## src/rtl/line_cmd_queue_pkg.sv

```systemverilog
// Shared constants for the line command queue: MMIO offsets, FSM encoding and
// the layout of a queued 72-bit line entry.
package line_cmd_queue_pkg;

  localparam logic [1:0] OFF_COLOR = 2'd0;
  localparam logic [1:0] OFF_P0    = 2'd1;
  localparam logic [1:0] OFF_P1    = 2'd2;
  localparam logic [1:0] OFF_CLR   = 2'd3;

  localparam int X_W       = 10;
  localparam int Y_W       = 10;
  localparam int PT_W      = X_W + Y_W;
  localparam int COLOR_W   = 32;
  localparam int ENTRY_W   = COLOR_W + 2 * PT_W;
  localparam int P1_LSB    = 0;
  localparam int P0_LSB    = PT_W;
  localparam int COLOR_LSB = 2 * PT_W;

  typedef enum logic [2:0] {
    ST_IDLE       = 3'd0,
    ST_SEND_COLOR = 3'd1,
    ST_SEND_P0    = 3'd2,
    ST_SEND_P1    = 3'd3,
    ST_GUARD      = 3'd4
  } line_state_e;

  function automatic logic [ENTRY_W-1:0] pack_entry(input logic [COLOR_W-1:0] color,
                                                    input logic [PT_W-1:0] p0,
                                                    input logic [PT_W-1:0] p1);
    return {color, p0, p1};
  endfunction

endpackage

```

## src/rtl/line_cmd_fifo.sv

```systemverilog
// Generic DEPTH x W circular FIFO; pointers carry a wrap bit so full and empty
// are distinguished without a separate counter. Push when full is ignored.
module line_cmd_fifo
  import line_cmd_queue_pkg::*;
#(
  parameter int DEPTH = 4,
  parameter int PTR_W = 2,
  parameter int W     = ENTRY_W
) (
  input  logic           clk,
  input  logic           rst,
  input  logic           push,
  input  logic           pop,
  input  logic [W-1:0]   wdata,
  output logic [W-1:0]   rdata,
  output logic           full,
  output logic           empty,
  output logic [PTR_W:0] count
);

  logic [PTR_W:0] wptr_q, wptr_d;
  logic [PTR_W:0] rptr_q, rptr_d;
  logic [PTR_W:0] count_q, count_d;
  logic [W-1:0]   mem_q [DEPTH];
  logic           do_push, do_pop;

  assign full  = (wptr_q[PTR_W] != rptr_q[PTR_W]) &&
                 (wptr_q[PTR_W-1:0] == rptr_q[PTR_W-1:0]);
  assign empty = (wptr_q == rptr_q);
  assign do_push = push && !full;
  assign do_pop  = pop && !empty;

  always_comb begin
    wptr_d  = wptr_q;
    rptr_d  = rptr_q;
    if (do_push) wptr_d = wptr_q + (PTR_W + 1)'(1);
    if (do_pop)  rptr_d = rptr_q + (PTR_W + 1)'(1);
    count_d = wptr_d - rptr_d;
  end

  always_ff @(posedge clk or negedge rst) begin
    if (!rst) begin
      wptr_q  <= '0;
      rptr_q  <= '0;
      count_q <= '0;
    end else begin
      wptr_q  <= wptr_d;
      rptr_q  <= rptr_d;
      count_q <= count_d;
    end
  end

  always_ff @(posedge clk) begin
    if (do_push) mem_q[wptr_q[PTR_W-1:0]] <= wdata;
  end

  assign rdata = mem_q[rptr_q[PTR_W-1:0]];
  assign count = count_q;

endmodule

```

## src/rtl/line_cmd_queue.sv

```systemverilog
// MMIO-fed line command queue replaying buffered lines to the line engine.
// Define LINE_CMD_POLYLINE_EN to make each accepted point1 store also become the next point0.
module line_cmd_queue
  import line_cmd_queue_pkg::*;
#(
  parameter int DEPTH = 4,
  parameter int PTR_W = 2
) (
  input  logic               clk,
  input  logic               rst,
  input  logic               mmio_we,
  input  logic [1:0]         mmio_addr,
  input  logic [31:0]        mmio_wdata,
  output logic               mmio_ready,
  output logic [PTR_W:0]     q_count,
  output logic               overflow,
  output logic               busy,
  input  logic               LE_ready,
  output logic [COLOR_W-1:0] LE_color,
  output logic [PT_W-1:0]    LE_point,
  output logic               LE_color_valid,
  output logic               LE_x0_y0_valid,
  output logic               LE_x1_y1_valid,
  output logic               LE_trigger,
  output line_state_e        dbg_state
);

  logic [COLOR_W-1:0] color_stage_q, color_stage_d;
  logic [PT_W-1:0]    p0_stage_q, p0_stage_d;
  logic               overflow_q, overflow_d;
  logic               push_req, fifo_full, fifo_empty, pop;
  logic [ENTRY_W-1:0] head;
  line_state_e        state_q;
  logic [COLOR_W-1:0] le_color_q;
  logic [PT_W-1:0]    le_point_q;
  logic               color_valid_q, x0_valid_q, x1_valid_q, trigger_q;

  assign push_req = mmio_we && (mmio_addr == OFF_P1);
  assign pop      = (state_q == ST_SEND_P1);

  line_cmd_fifo #(.DEPTH(DEPTH), .PTR_W(PTR_W), .W(ENTRY_W)) u_fifo (
    .clk   (clk),
    .rst   (rst),
    .push  (push_req),
    .pop   (pop),
    .wdata (pack_entry(color_stage_q, p0_stage_q, mmio_wdata[PT_W-1:0])),
    .rdata (head),
    .full  (fifo_full),
    .empty (fifo_empty),
    .count (q_count)
  );

  // Full is sampled before this cycle's pop, so a push racing a pop when full is dropped.
  always_comb begin
    color_stage_d = color_stage_q;
    p0_stage_d    = p0_stage_q;
    overflow_d    = overflow_q;
    if (mmio_we) begin
      case (mmio_addr)
        OFF_COLOR: color_stage_d = mmio_wdata;
        OFF_P0:    p0_stage_d    = mmio_wdata[PT_W-1:0];
        OFF_P1: begin
          if (fifo_full) overflow_d = 1'b1;
`ifdef LINE_CMD_POLYLINE_EN
          else p0_stage_d = mmio_wdata[PT_W-1:0];
`endif
        end
        default:   overflow_d    = 1'b0;
      endcase
    end
  end

  always_ff @(posedge clk or negedge rst) begin
    if (!rst) begin
      color_stage_q <= '0;
      p0_stage_q    <= '0;
      overflow_q    <= 1'b0;
    end else begin
      color_stage_q <= color_stage_d;
      p0_stage_q    <= p0_stage_d;
      overflow_q    <= overflow_d;
    end
  end

  // Line engine handshake: each strobe is a registered one-cycle pulse with its data
  // stable in that cycle; a new command starts only from IDLE while LE_ready is high.
  always_ff @(posedge clk or negedge rst) begin
    if (!rst) begin
      state_q       <= ST_IDLE;
      le_color_q    <= '0;
      le_point_q    <= '0;
      color_valid_q <= 1'b0;
      x0_valid_q    <= 1'b0;
      x1_valid_q    <= 1'b0;
      trigger_q     <= 1'b0;
    end else begin
      color_valid_q <= 1'b0;
      x0_valid_q    <= 1'b0;
      x1_valid_q    <= 1'b0;
      trigger_q     <= 1'b0;
      case (state_q)
        ST_IDLE: begin
          if (!fifo_empty && LE_ready) begin
            state_q       <= ST_SEND_COLOR;
            le_color_q    <= head[COLOR_LSB +: COLOR_W];
            le_point_q    <= head[P0_LSB +: PT_W];
            color_valid_q <= 1'b1;
          end
        end
        ST_SEND_COLOR: begin
          state_q    <= ST_SEND_P0;
          le_point_q <= head[P0_LSB +: PT_W];
          x0_valid_q <= 1'b1;
        end
        ST_SEND_P0: begin
          state_q    <= ST_SEND_P1;
          le_point_q <= head[P1_LSB +: PT_W];
          x1_valid_q <= 1'b1;
          trigger_q  <= 1'b1;
        end
        ST_SEND_P1: state_q <= ST_GUARD;
        default:    state_q <= ST_IDLE;
      endcase
    end
  end

  assign mmio_ready     = !fifo_full;
  assign overflow       = overflow_q;
  assign busy           = !fifo_empty || (state_q != ST_IDLE);
  assign LE_color       = le_color_q;
  assign LE_point       = le_point_q;
  assign LE_color_valid = color_valid_q;
  assign LE_x0_y0_valid = x0_valid_q;
  assign LE_x1_y1_valid = x1_valid_q;
  assign LE_trigger     = trigger_q;
  assign dbg_state      = state_q;

endmodule
```

## config.mk

```make
export PLATFORM = sky130hd
export DESIGN_NAME = line_cmd_queue
export DESIGN_NICKNAME = d
export VERILOG_FILES = /design/src/rtl/line_cmd_queue_pkg.sv /design/src/rtl/line_cmd_fifo.sv /design/src/rtl/line_cmd_queue.sv
export SDC_FILE = /design/constraint.sdc
export NUM_CORES = 1
export LEC_CHECK = 0
export ABC_AREA = 1
export BUFFER_PORTS_ARGS = -buffer_cell sky130_fd_sc_hd__buf_2
export CAP_MARGIN = 30
export CORE_MARGIN = 4
export CORE_UTILIZATION = 65
export CTS_CLUSTER_SIZE = 24
export DETAILED_ROUTE_END_ITERATION = 16
export PLACE_DENSITY = 0.85
export REMOVE_ABC_BUFFERS = 1
export SYNTH_ARGS = -nofsm -noshare
export SYNTH_HDL_FRONTEND = slang
export SYNTH_HIERARCHICAL = 1
export SYNTH_SLANG_ARGS = --single-unit
```

## constraint.sdc

```tcl
create_clock -name clk -period 14 [get_ports clk]
set_input_delay 2.8 -clock clk [delete_from_list [all_inputs] [get_ports clk]]
set_output_delay 2.8 -clock clk [all_outputs]
set_load 0.05 [all_outputs]
```

* Word-level counts from Yosys, hierarchy flattened *
Memories as Yosys holds them, arrays and structs flattened.
Cells that the tools add are included.

word-level totals
  memories kept = 1
  bits of input ports = 38
  word-level logic and storage cells = 59
  output and inout bits = 65
  ROM bits = 0
  latch bits = 0
  register bits = 120
  RAM bits = 288

memory list
  memory        depth  width  rd ports  clocked after memory_dff  write ports  RTL line             text
  u_fifo.mem_q  4      72     1         0                         1            line_cmd_fifo.sv:24  logic [W-1:0] mem_q [DEPTH];

cells by class
  bitwise operators = 1
  add/subtract/negate cells = 3
  reductions and logical operators = 18
  shifts and indexed selects = 0
  divide/modulo/power cells = 0
  $lt $le $gt $ge = 0
  multiplexer cells = 14
  equal/unequal tests = 10
  multipliers = 0

operators by type and width
  cell                                                                    number
  20-bit one-hot mux with 3 select lines                                  1
  20-bit two-way mux                                                      1
  3-bit one-hot mux with 4 select lines                                   1
  3-bit two-way mux                                                       3
  2-bit AND reduction                                                     4
  1-bit two-way mux                                                       7
  3-bit by 1-bit adder with 3-bit output (second input constant)          2
  3-bit by 2-bit equality test with 1-bit output (second input constant)  2
  3-bit nonzero test                                                      2
  1-bit logical AND                                                       5
  3-bit by 1-bit equality test with 1-bit output (second input constant)  1
  3-bit equality test                                                     1
  3-bit logical NOT                                                       1
  3-bit AND reduction                                                     1
  3-bit subtractor                                                        1
  2-bit by 1-bit equality test with 1-bit output (second input constant)  1
  2-bit equality test                                                     1
  2-bit equality test (second input constant)                             1
  1-bit logical NOT                                                       2
  2-bit logical NOT                                                       1
  2-bit by 1-bit != test with 1-bit output (second input constant)        1
  2-bit != test (second input constant)                                   1
  1-bit one-hot mux with 2 select lines                                   1
  2-bit OR reduction                                                      1
  other kinds (3)                                                         3

* Logic depth before layout (Yosys ltp) *
  word-level depth = 6
  depth in mapped cells = 16
  depth with buffers taken out = 16

* Hierarchy *
Netlist, hierarchy kept.

modules (own cells, without submodules)
  module          area an instance (um^2)  times used  sequential area each (um^2)  cells each
  line_cmd_fifo   11273.3                  1           8873.5                       771
  line_cmd_queue  4508.1                   1           2777.7                       523

* Worst setup path before layout *
No wires, ideal clock.

  path kind = input to register
  start = in mmio_we
  end = mem u_fifo/mem_q[0][0] (netlist bit) (enable)
  slack = 7.179 ns
  stages on the path = 5
  arrival = 6.318 ns
  buffers on the path = 1
  setup time = 0.502 ns
  data required time = 13.498 ns
  path through = buf_2 nand2_1 nor2_1 nand2_4 nor2_1

between the ends
  word-level cells in the longest chain between the ends = 4

ends and longest elaborated chain
  item                                     RTL line              text
  start: declaration                       line_cmd_queue.sv:11  input logic mmio_we,
  1-bit logical AND                        line_cmd_queue.sv:38  assign push_req = mmio_we && (mmio_addr == OFF_P1);
  named net push_req                       line_cmd_queue.sv:31  logic push_req, fifo_full, fifo_empty, pop;
  1-bit logical AND                        line_cmd_fifo.sv:30   assign do_push = push && !full;
  1-bit two-way mux                        line_cmd_fifo.sv:54   if (do_push) mem_q[wptr_q[PTR_W-1:0]] <= wdata;
  1-bit two-way mux (implied by the code)  line_cmd_fifo.sv:54
  end: declaration                         line_cmd_fifo.sv:24

The timed path passes the listed nets, and every way through them passes these cells.

* Final worst setup path *
  start = reg u_fifo.rptr_q[0]
  end = out busy

between the ends
  word-level cells in the longest chain between the ends = 3

ends and longest elaborated chain
  item                      RTL line               text
  start: declaration        line_cmd_fifo.sv:22    logic [PTR_W:0] rptr_q, rptr_d;
  start signal: assignment  line_cmd_fifo.sv:48    rptr_q <= rptr_d;
  3-bit equality test       line_cmd_fifo.sv:29    assign empty = (wptr_q == rptr_q);
  named net fifo_empty      line_cmd_queue.sv:31
  1-bit logical NOT         line_cmd_queue.sv:129  assign busy = !fifo_empty || (state_q != ST_IDLE);
  1-bit logical OR          line_cmd_queue.sv:129
  end: declaration          line_cmd_queue.sv:17   output logic busy,

The timed path passes the listed nets, and every way through them passes these cells.

==> impl_metrics.ini <==
[clock_network]
clkTransAtPathRegs_ns = 0.06
clock_latency_ns = 0.52
cts_setup_buffers = 0
clockBufferDepth = 3
cts-root-buf = clkbuf_16
hold_buffers = 0
cts_buffers = 39
cts_tree = built
h-tree-depth = 2
post_cts_resized = 0
cts.sinks = 408

[pwr]
power_leakage_nw = 7.17
power.density_mw_per_mm2 = 231
ir_drop_mv = 0.281

[placed_design]
dp_hpwl_mm = 18.6
placed_area_mm2 = 0.0166
io_buffer_count = 102
gp_congestion = 0.784

[worst_setup_path]
crit_top_cell = nand2_2
cp_max_fo = 66
path_buf_inv = 3
path_depth = 7
r2r_cells = 13
worstPathArrival_ns = 2.68
path_delay_family = flip-flops
crit_path_start_kind = flip-flop
crit_slowest_cell = dfrtp_4
slowest_delay_ns = 0.92
cp_cell_sequence = inv_4, nand2_2, nand2_2, nand3_4, inv_1, nand2_1, buf_2
required_ns = 11.20
endpoint_kind = output port
critPathKind = reg -> out

[drt]
routed_via_density = 6.04
wl_mm = 36.0
ant_nets = 0
vias = 10500
first_pass_iters = 5
drt_iter0_markers = 1160
wire_per_inst_um = 20.8
drc = 0

[run_status]
status = finished clean

[final_layout]
design_area_mm2 = 0.0179
fin_nets = 1426
layout-drive-gt1-share = 0.150
syn_to_final_growth_pct = 13.3
multiInputGateArea_mm2 = 0.00354
register_area_mm2 = 0.0117
nFillCells = 1437

[yosys]
synth_top_cell_by_area = edfxtp_1
ys_top_cells_by_area = edfxtp_1, dfrtp_1, nand2_1, o21ai_0, nor2_1
syn_avg_cell_area_um2 = 12.2
synth_top_area_share = 0.548
yosys_warnings = 6
yosysSeqAreaShare = 0.738
synth-seq-cells = 408
synth_cell_type_count = 33
syn_area_mm2 = 0.0158
synthCells = 1294

[floorplanning]
rows = 56
die_h_um = 164
io_pins = 103
start_util = 0.666
core_area_mm2 = 0.0237
die_w_um = 164
die-area_mm2 = 0.0268

[timing]
period_share = 0.391
fmax_ghz = 0.183
worstMarginPinSlew_ns = 1.01
final-hold-violation-count = 0
maxSlewViolCount = 0
fin_worst_skew_ns = 0.0205
rsz0062_at_grt = false
fin_tns_setup_ns = 0
setup_viol = 0
slew_headroom = 0.329
post-route-min-period_ns = 5.48

[worst_hold_path]
hold_depth = 2
hold_class = reg -> reg

[flow_run]
cap_violations = 0

[global_routing]
grt_start_max_net_pins = 95
grt_usage = 0.273
grt_pass1_wl_mm = 56.5
first_global_vias = 10800
grt-ovfl-total = 0
antenna_found_initial = 4
## area by class of cell
cell class,instances,share of cell area
clock inverter,16,0.00819
antenna,2,0.000280
inverter,49,0.0107
sequential,408,0.652
clock buffer,54,0.0624
multi-input combinational,760,0.198
timing repair buffer,123,0.0458
tap,319,0.0223
## worst min-delay path, delay by kind of cell, from the launching register on
family / cells / cell delay [ns]
and+or+nand+nor: 2 / 0.10
DFF: 1 / 0.34
## cell usage in the layout (no fill, tap or decap), drive strengths merged, types with 3 or more instances in the layout
master	count
nand3	42
nor3	4
buf	123
clkbuf	54
bufinv	3
o21ai	185
inv	47
xor2	3
nand2	288
ha	6
edfxtp	288
nor2	152
clkinv	15
dfrtp	120
o22ai	72
## flip-flops by register name, summed over array words and instances, names as in the netlist
register,cells
dbg_state,3
u_fifo/mem_q,288
LE_point,20
p0_stage_q,20
color_stage_q,32
LE_color,32
LE_x0_y0_valid,1
LE_color_valid,1
u_fifo/rptr_q,3
LE_trigger,1
overflow,1
u_fifo/count,3
u_fifo/wptr_q,3
## Yosys cell counts
library cell  number
xor2_1             2
buf_2             23
nand3b_1           1
a21boi_0           1
o21ai_0          162
o21ai_1           23
edfxtp_1         288
nand3_4            2
o22ai_1           72
nor2_1           150
nor2_2             2
ha_1               6
fa_1               1
or2_2              1
dfrtp_1          120
inv_1             41
clkinv_2           1
nand2_4            2
buf_4              6
buf_6             11
nand3_2            1
xnor2_2            1
a21oi_1            2
o21a_1             1
inv_2              5
inv_4              2
nand3_1           39
nand2_2            8
nand2_1          278
nor3_1             3
clkbuf_1          37
xor2_2             1
nor3_2             1
## report_power, final
part	leakage, nW	switching (mW)	internal (mW)
clock	0.621	0.423	0.611
combinational	2.45	1.09	0.375
sequential	4.10	0.130	1.50
## cell families (layout without fill, tap and decap cells)
family | count (synthesis) | in the layout | share of synthesized area
AND/OR/NAND/NOR | 488 | 488 | 0.125
adder cells (fa/ha/maj) | 7 | 7 | 0.00603
XOR/XNOR | 4 | 4 | 0.00317
flip-flops | 408 | 408 | 0.738
buffers and inverters | 126 | 242 | 0.0388
other | 0 | 2 | 0
AO/OA/AOI/OAI | 261 | 261 | 0.0888
## per-stage QoR
stage	util	std cells	hold WS, ns	total power [mW]	setup slack [ns]
floorplan	-	1217	0.476	2.61	6.67
global placement	0.693	1651	0.459	2.99	8.99
detailed placement	0.700	1658	0.460	3.07	9.12
CTS	0.753	1728	0.476	4.12	8.55
global route	0.755	1731	0.496	4.33	8.39
finish	0.755	1731	0.472	4.12	8.52
## routing by layer
metal,global-route usage,routed length [µm],vias up
met3,0.0565,3630,104
met2,0.460,18100,653
li1,-,-,4671
met4,0.117,1100,4
met5,0,23,-
met1,0.348,13100,5018
## worst paths after layout
kind	startpoint	end	slack, ns
min in group asynchronous	rst	LE_color[28]$_DFFE_PN0P_	2.22
max in group asynchronous	rst	u_fifo/rptr_q[0]$_DFF_PN0_	10.68
setup reg to reg	u_fifo/rptr_q[0]$_DFF_PN0_	LE_color[1]$_DFFE_PN0P_	10.76
hold / removal	LE_color[19]$_DFFE_PN0P_	LE_color[19]$_DFFE_PN0P_	0.47
hold reg to reg	LE_color[19]$_DFFE_PN0P_	LE_color[19]$_DFFE_PN0P_	0.47
setup / recovery	u_fifo/rptr_q[0]$_DFF_PN0_	busy	8.52
No activity file was read; power rests on OpenSTA's default activity.
